### src/rtl/alu_sequencer.sv
`default_nettype none
// ============================================================================
// Module   : alu_sequencer
// Purpose  : Multi-cycle control FSM for a 16-bit CPU. Fetches instructions,
//            decodes them into ALU opcode / operand controls, sequences
//            register-file writeback, and owns the processor status register
//            (PSR) whose carry bit feeds back to the ALU. Stalls on the null
//            instruction (16'h0000) until woken; halts permanently on a
//            bad-opcode indication from the ALU (all flags set).
// Ports    :
//   clk          in   1   system clock, rising edge
//   reset        in   1   asynchronous active-high reset
//   inst_data    in  16   instruction word, valid with inst_valid
//   inst_valid   in   1   memory acknowledge for inst_req
//   inst_req     out  1   fetch request (address = pc)
//   pc           out 16   program counter
//   rf_raddr_a   out  4   operand A / destination = IR[11:8]
//   rf_raddr_b   out  4   operand B = IR[3:0]
//   rf_waddr     out  4   write address = IR[11:8]
//   rf_we        out  1   register-file write strobe (WRITEBACK only)
//   alu_opcode   out  8   {IR[15:12], IR[7:4]}
//   alu_carry_in out  1   psr[4]
//   imm_sel      out  1   ALU B takes imm_value
//   imm_value    out 16   extended immediate
//   alu_flags    in   5   {C, L, F, Z, N} from the ALU
//   psr          out  5   status register
//   wake         in   1   releases a STALL
//   halted       out  1   sticky bad-opcode indication
// Revision : 1.0 - initial release
// ============================================================================
module alu_sequencer #(
  parameter logic [15:0] RESET_PC = 16'h0000
) (
  input  logic        clk,
  input  logic        reset,
  input  logic [15:0] inst_data,
  input  logic        inst_valid,
  output logic        inst_req,
  output logic [15:0] pc,
  output logic [3:0]  rf_raddr_a,
  output logic [3:0]  rf_raddr_b,
  output logic [3:0]  rf_waddr,
  output logic        rf_we,
  output logic [7:0]  alu_opcode,
  output logic        alu_carry_in,
  output logic        imm_sel,
  output logic [15:0] imm_value,
  input  logic [4:0]  alu_flags,
  output logic [4:0]  psr,
  input  logic        wake,
  output logic        halted
);

  localparam logic [2:0] S_FETCH     = 3'd0;
  localparam logic [2:0] S_DECODE    = 3'd1;
  localparam logic [2:0] S_EXECUTE   = 3'd2;
  localparam logic [2:0] S_WRITEBACK = 3'd3;
  localparam logic [2:0] S_STALL     = 3'd4;
  localparam logic [2:0] S_HALT      = 3'd5;

  // Opcode fields that matter for writeback suppression
  localparam logic [3:0] c_EXT_CMP   = 4'b1011;
  localparam logic [3:0] c_EXT_CMPU  = 4'b1111;
  localparam logic [3:0] c_EXT_NOT   = 4'b0100;
  localparam logic [3:0] c_OP_CMPI   = 4'b1011;
  localparam logic [3:0] c_OP_CMPUI  = 4'b1111;
  localparam logic [3:0] c_OP_SHIFT  = 4'b1000;

  logic [2:0]  r_state;
  logic [2:0]  w_next_state;
  logic [15:0] r_pc;
  logic [15:0] r_ir;
  logic [4:0]  r_psr;
  logic        r_halted;

  logic [3:0]  w_major;
  logic [3:0]  w_ext;
  logic        w_flag_op;
  logic        w_no_wb;
  logic        w_imm_sel;
  logic [15:0] w_imm_value;
  logic        w_inst_req;
  logic        w_rf_we;
  logic        w_bad_op;

  // The same code set marks flag-setting ops in both the register-form
  // extension field and the immediate-form major field.
  function automatic logic f_flag_code(input logic [3:0] code);
    case (code)
      4'b0101, 4'b0111, 4'b1001, 4'b1010, 4'b1011, 4'b1111: f_flag_code = 1'b1;
      default:                                              f_flag_code = 1'b0;
    endcase
  endfunction

  assign w_major  = r_ir[15:12];
  assign w_ext    = r_ir[7:4];
  assign w_bad_op = (alu_flags == 5'b11111);

  // ---------------- Instruction decode (purely from IR) ----------------
  always_comb begin
    w_flag_op = (w_major == 4'b0000) ? f_flag_code(w_ext) : f_flag_code(w_major);

    w_no_wb = ((w_major == 4'b0000) &&
               ((w_ext == c_EXT_CMP) || (w_ext == c_EXT_CMPU) || (w_ext == c_EXT_NOT))) ||
              (w_major == c_OP_CMPI) || (w_major == c_OP_CMPUI);

    // Shift group: IR[6]=0 selects the immediate-count forms
    w_imm_sel = ((w_major != 4'b0000) && (w_major != c_OP_SHIFT)) ||
                ((w_major == c_OP_SHIFT) && !r_ir[6]);

    w_imm_value = 16'h0000;
    case (w_major)
      4'b0101, 4'b0111, 4'b1001, 4'b1010, 4'b1011:
        w_imm_value = {{8{r_ir[7]}}, r_ir[7:0]};
      4'b0001, 4'b0010, 4'b0011, 4'b0110, 4'b1111:
        w_imm_value = {8'h00, r_ir[7:0]};
      4'b1000:
        w_imm_value = r_ir[6] ? 16'h0000 : {12'h000, r_ir[3:0]};
      default:
        w_imm_value = 16'h0000;
    endcase
  end

  // ---------------- FSM: state register ----------------
  always_ff @(posedge clk or posedge reset) begin
    if (reset) r_state <= S_FETCH;
    else       r_state <= w_next_state;
  end

  // ---------------- FSM: next state ----------------
  always_comb begin
    w_next_state = r_state;
    case (r_state)
      S_FETCH:     if (inst_valid) w_next_state = S_DECODE;
      S_DECODE:    w_next_state = (r_ir == 16'h0000) ? S_STALL : S_EXECUTE;
      S_EXECUTE:   w_next_state = w_bad_op ? S_HALT : S_WRITEBACK;
      S_WRITEBACK: w_next_state = S_FETCH;
      S_STALL:     if (wake) w_next_state = S_FETCH;
      S_HALT:      w_next_state = S_HALT;
      default:     w_next_state = S_FETCH;
    endcase
  end

  // ---------------- FSM: outputs ----------------
  // Strobes are forced low while reset is held so nothing is issued
  // during the reset interval itself.
  always_comb begin
    w_inst_req = 1'b0;
    w_rf_we    = 1'b0;
    case (r_state)
      S_FETCH:     w_inst_req = !reset;
      S_WRITEBACK: w_rf_we    = !reset && !w_no_wb;
      default:     ;
    endcase
  end

  // ---------------- Datapath registers ----------------
  always_ff @(posedge clk or posedge reset) begin
    if (reset) begin
      r_pc     <= RESET_PC;
      r_ir     <= 16'h0000;
      r_psr    <= 5'b00000;
      r_halted <= 1'b0;
    end else begin
      case (r_state)
        S_FETCH:   if (inst_valid) r_ir <= inst_data;
        S_EXECUTE: begin
          if (w_bad_op)       r_halted <= 1'b1;
          else if (w_flag_op) r_psr    <= alu_flags;
        end
        S_WRITEBACK: r_pc <= r_pc + 16'd1;
        S_STALL:     if (wake) r_pc <= r_pc + 16'd1;
        default:     ;
      endcase
    end
  end

  assign inst_req     = w_inst_req;
  assign pc           = r_pc;
  assign rf_raddr_a   = r_ir[11:8];
  assign rf_raddr_b   = r_ir[3:0];
  assign rf_waddr     = r_ir[11:8];
  assign rf_we        = w_rf_we;
  assign alu_opcode   = {w_major, w_ext};
  assign alu_carry_in = r_psr[4];
  assign imm_sel      = w_imm_sel;
  assign imm_value    = w_imm_value;
  assign psr          = r_psr;
  assign halted       = r_halted;

endmodule
`default_nettype wire

### config.mk
export PLATFORM = sky130hd
export DESIGN_NAME = alu_sequencer
export DESIGN_NICKNAME = d
export VERILOG_FILES = /design/src/rtl/alu_sequencer.sv
export SDC_FILE = /design/constraint.sdc
export NUM_CORES = 1
export LEC_CHECK = 0
export ABC_AREA = 1
export BUFFER_PORTS_ARGS = -buffer_cell sky130_fd_sc_hd__buf_2
export CAP_MARGIN = 20
export CORE_ASPECT_RATIO = 1.2
export CORE_MARGIN = 5
export CORE_UTILIZATION = 38
export DETAILED_ROUTE_END_ITERATION = 8
export PLACE_DENSITY = 0.72
export SYNTH_ARGS = -nofsm -noshare
export SYNTH_HDL_FRONTEND = slang
export SYNTH_SLANG_ARGS = --single-unit
### constraint.sdc
create_clock -name clk -period 1.2 [get_ports clk]
set_clock_uncertainty 0.05 [all_clocks]
set_input_delay 0.06 -clock clk [delete_from_list [all_inputs] [get_ports clk]]
set_output_delay 0.06 -clock clk [all_outputs]
set_load 0.005 [all_outputs]
==> impl_metrics.ini <==
[global_route]
grt_usage_pct = 19.7
overflow = 0
grt_pass1_wl_microns = 12500
grt_pass1_vias = 2690
antenna_found_initial = 0
grt_max_degree = 26

[status]
violations = setup timing
status = finished with violations

[sta]
setup_viol = 63
slew_violations = 0
relSlewSlack_pct = 74.7
tightest_slew_ps = 379
fmax_ghz = 0.585
rsz0062_at_grt = true
hold_violations = 0
worst_slack_ps = -509
finalCriticalPeriod_ps = 1710
timing.hold.ws_ps = 1.87
period_share_pct = 142

[critical_path]
crit_chain = inv_2 > nand2_4 > nand2_2 > nand2_2 > a31oi_1 > buf_4 > nor2_1 > buf_2
slowest_delay_ps = 450
start_kind = flip-flop
rrSetupSlack_ps = -310
arrival_ps = 1600
reg2reg_depth = 6
crit_path_frequent_cell = nand2_2
r2r_end = r_ir[11]$_DFFE_PP0P_
worstPathMaxFanout = 4
end_kind = output port
cp_data_required_time_ps = 1090
reg2reg_from = r_state[0]$_DFFE_PP0P_
cpMaxStageDelayCell = dfrtp_2
crit_type = reg -> out

[final_layout]
nFillCells = 427
antenna_cells = 0
syn2layout_area_growth_pct = 76.5
multi_input_area_sq_mm = 0.00155
nNetsFinal = 490
seqCellArea_sq_mm = 0.00103
layout_commonest_cell = buf_2
layout_common_cells = buf_2, nand2_1, buf_4
drive_gt1_share_pct = 61.5
design_area_sq_mm = 0.00426

[route]
firstDrtPassIters = 4
drcViolationCount = 0
post_drt_wl_per_cell_microns = 16.5
vias_per_cell = 5.10
ant_nets = 0
wirelength_microns = 9030
vias = 2789
drt_iter0_drc = 83

[pwr]
ir_drop_mv = 1.81
power_uw = 9910
leakage_uw = 0.00209
powerDensity_mw_per_mm2 = 2330

[synthesis]
netlist_area_sq_mm = 0.00241
synthCells = 290
synth_cell_types = 33
synth_edf_count = 0
synth-seq-area-share_pct = 42.5
synth_area_leader_cell = dfrtp_1
syn_avg_cell_area_sq_um = 8.32
syn_nets = 316
ys_async_sr_fraction_pct = 100
synth_warnings = 0
yosysTopAreaCellShare_pct = 42.5
ys.flop_type = dfrtp_1
ys_ff_latch = 41
ys_top_cells_by_area = dfrtp_1, nand2_1, nor2_1

[hold_path]
min_to = psr[3]$_DFFE_PP0P_
min_from = alu_flags[3]
hold_depth = 3
hold_path_class = in -> reg

[cts]
cts.sinks = 41
cts-root-buf = clkbuf_8
cts_made_buffers = 5
clockBufferDepth = 2
cts_tree = yes
htree_levels = 2
clk-insertion-delay-late_ps = 310
clkTransAtPathRegs_ps = 90

[floorplan]
die_h_microns = 97.3
placementRows = 31
die_area_sq_mm = 0.00805
start_util_pct = 39.4
core_sq_mm = 0.00613
fp.dieW_microns = 82.8
io_pins = 87

[place]
dpl_cell_area_sq_mm = 0.00314
dp_hpwl_microns = 4850
gp_congestion = 0.854
io_buffers = 86

[flow_run]
cap_violations = 0
-- worst max-delay path by stage --
stage	startpoint	endpoint	cells after the start
after floorplan	pc[0]$_DFFE_PP0P_	pc[10]$_DFFE_PP0P_	5
after global placement	r_state[0]$_DFFE_PP0P_	pc[0]$_DFFE_PP0P_	6
after detailed placement	r_state[0]$_DFFE_PP0P_	pc[1]$_DFFE_PP0P_	7
after CTS	r_ir[12]$_DFFE_PP0P_	imm_value[2]	8
after global routing	r_ir[12]$_DFFE_PP0P_	imm_value[3]	8
final	r_ir[12]$_DFFE_PP0P_	imm_value[3]	8
-- repair_timing --
item / CTS / global route
pin swaps: 32 / 29
setup buffers: 26 / 17
setup endpoints to repair: 58 / 61
resized for setup: 82 / 57
hold endpoints to repair: 25 / 1
gates cloned: 3 / 0
hold buffers: 19 / 1
-- cells in the mapped netlist (3+ instances only) --
cell and n:
nor2_1 40, nor3_1 4, nand2_2 3, a21oi_2 11, nand3_1 11, nand2_1 75
nor2_2 12, nand3_2 4, mux2_4 5, buf_4 12, xnor2_1 7, nand4_1 10
inv_1 27, dfrtp_1 41
-- flip-flops by register name (all words and copies together) (netlist names) --
| register | cells |
|---|---|
| halted | 1 |
| r_state | 3 |
| r_ir | 16 |
| pc | 16 |
| psr | 5 |
-- worst max-delay path, delay by kind of cell (launching register included) --
family | cells | cell delay, ps
AOI/OAI and AO/OA | 1 | 180
buffers and inverters | 3 | 400
DFF | 1 | 450
and+or+nand+nor | 4 | 260
-- cell type report --
| type | count | area share (%) |
|---|---|---|
| Timing Repair Buffer | 181 | 32.0 |
| Tap cell | 82 | 2.41 |
| Sequential cell | 41 | 24.3 |
| Clock inverter | 3 | 0.411 |
| Multi-Input combinational cell | 205 | 36.4 |
| Inverter | 30 | 2.97 |
| Clock buffer | 5 | 1.62 |
-- report_power, final --
part / internal [uW] / total (uW) / switching [uW]
clock: 403 / 945 / 543
sequential: 1880 / 2420 / 535
combinational: 3290 / 6540 / 3260
total: 5570 / 9910 / 4330
-- per-layer routing --
metal / vias up / GRT usage (%) / wire length (microns)
met3: 32 / 4.36 / 636
met2: 146 / 35.4 / 4960
met1: 1350 / 22.2 / 3130
met5: - / 0 / 0
li1: 1261 / - / -
met4: 0 / 6.29 / 308
-- cells by family (layout without fill, tap and decap cells) --
logic type	count (synthesis)	after routing	synth area share [%]
compound gates	22	22	7.00
flops	41	41	42.5
mux	5	5	3.11
xor+xnor	10	10	3.94
fa+ha+maj	1	1	0.518
simple gates	166	167	32.8
buf+inv	45	219	10.2
-- metrics by stage --
stage                     setup TNS (ps)  setup slack (ps)  std cells  util [%]
after floorplan                     -283             -33.8        290         -
after global placement             -2020             -78.4        481      51.3
after detailed placement           -3550              -121        481      51.3
after CTS                         -11350              -351        537      64.8
after global routing              -16980              -553        547      69.5
final                             -14120              -509        547      69.5
Power figures use the tool's default switching activity.
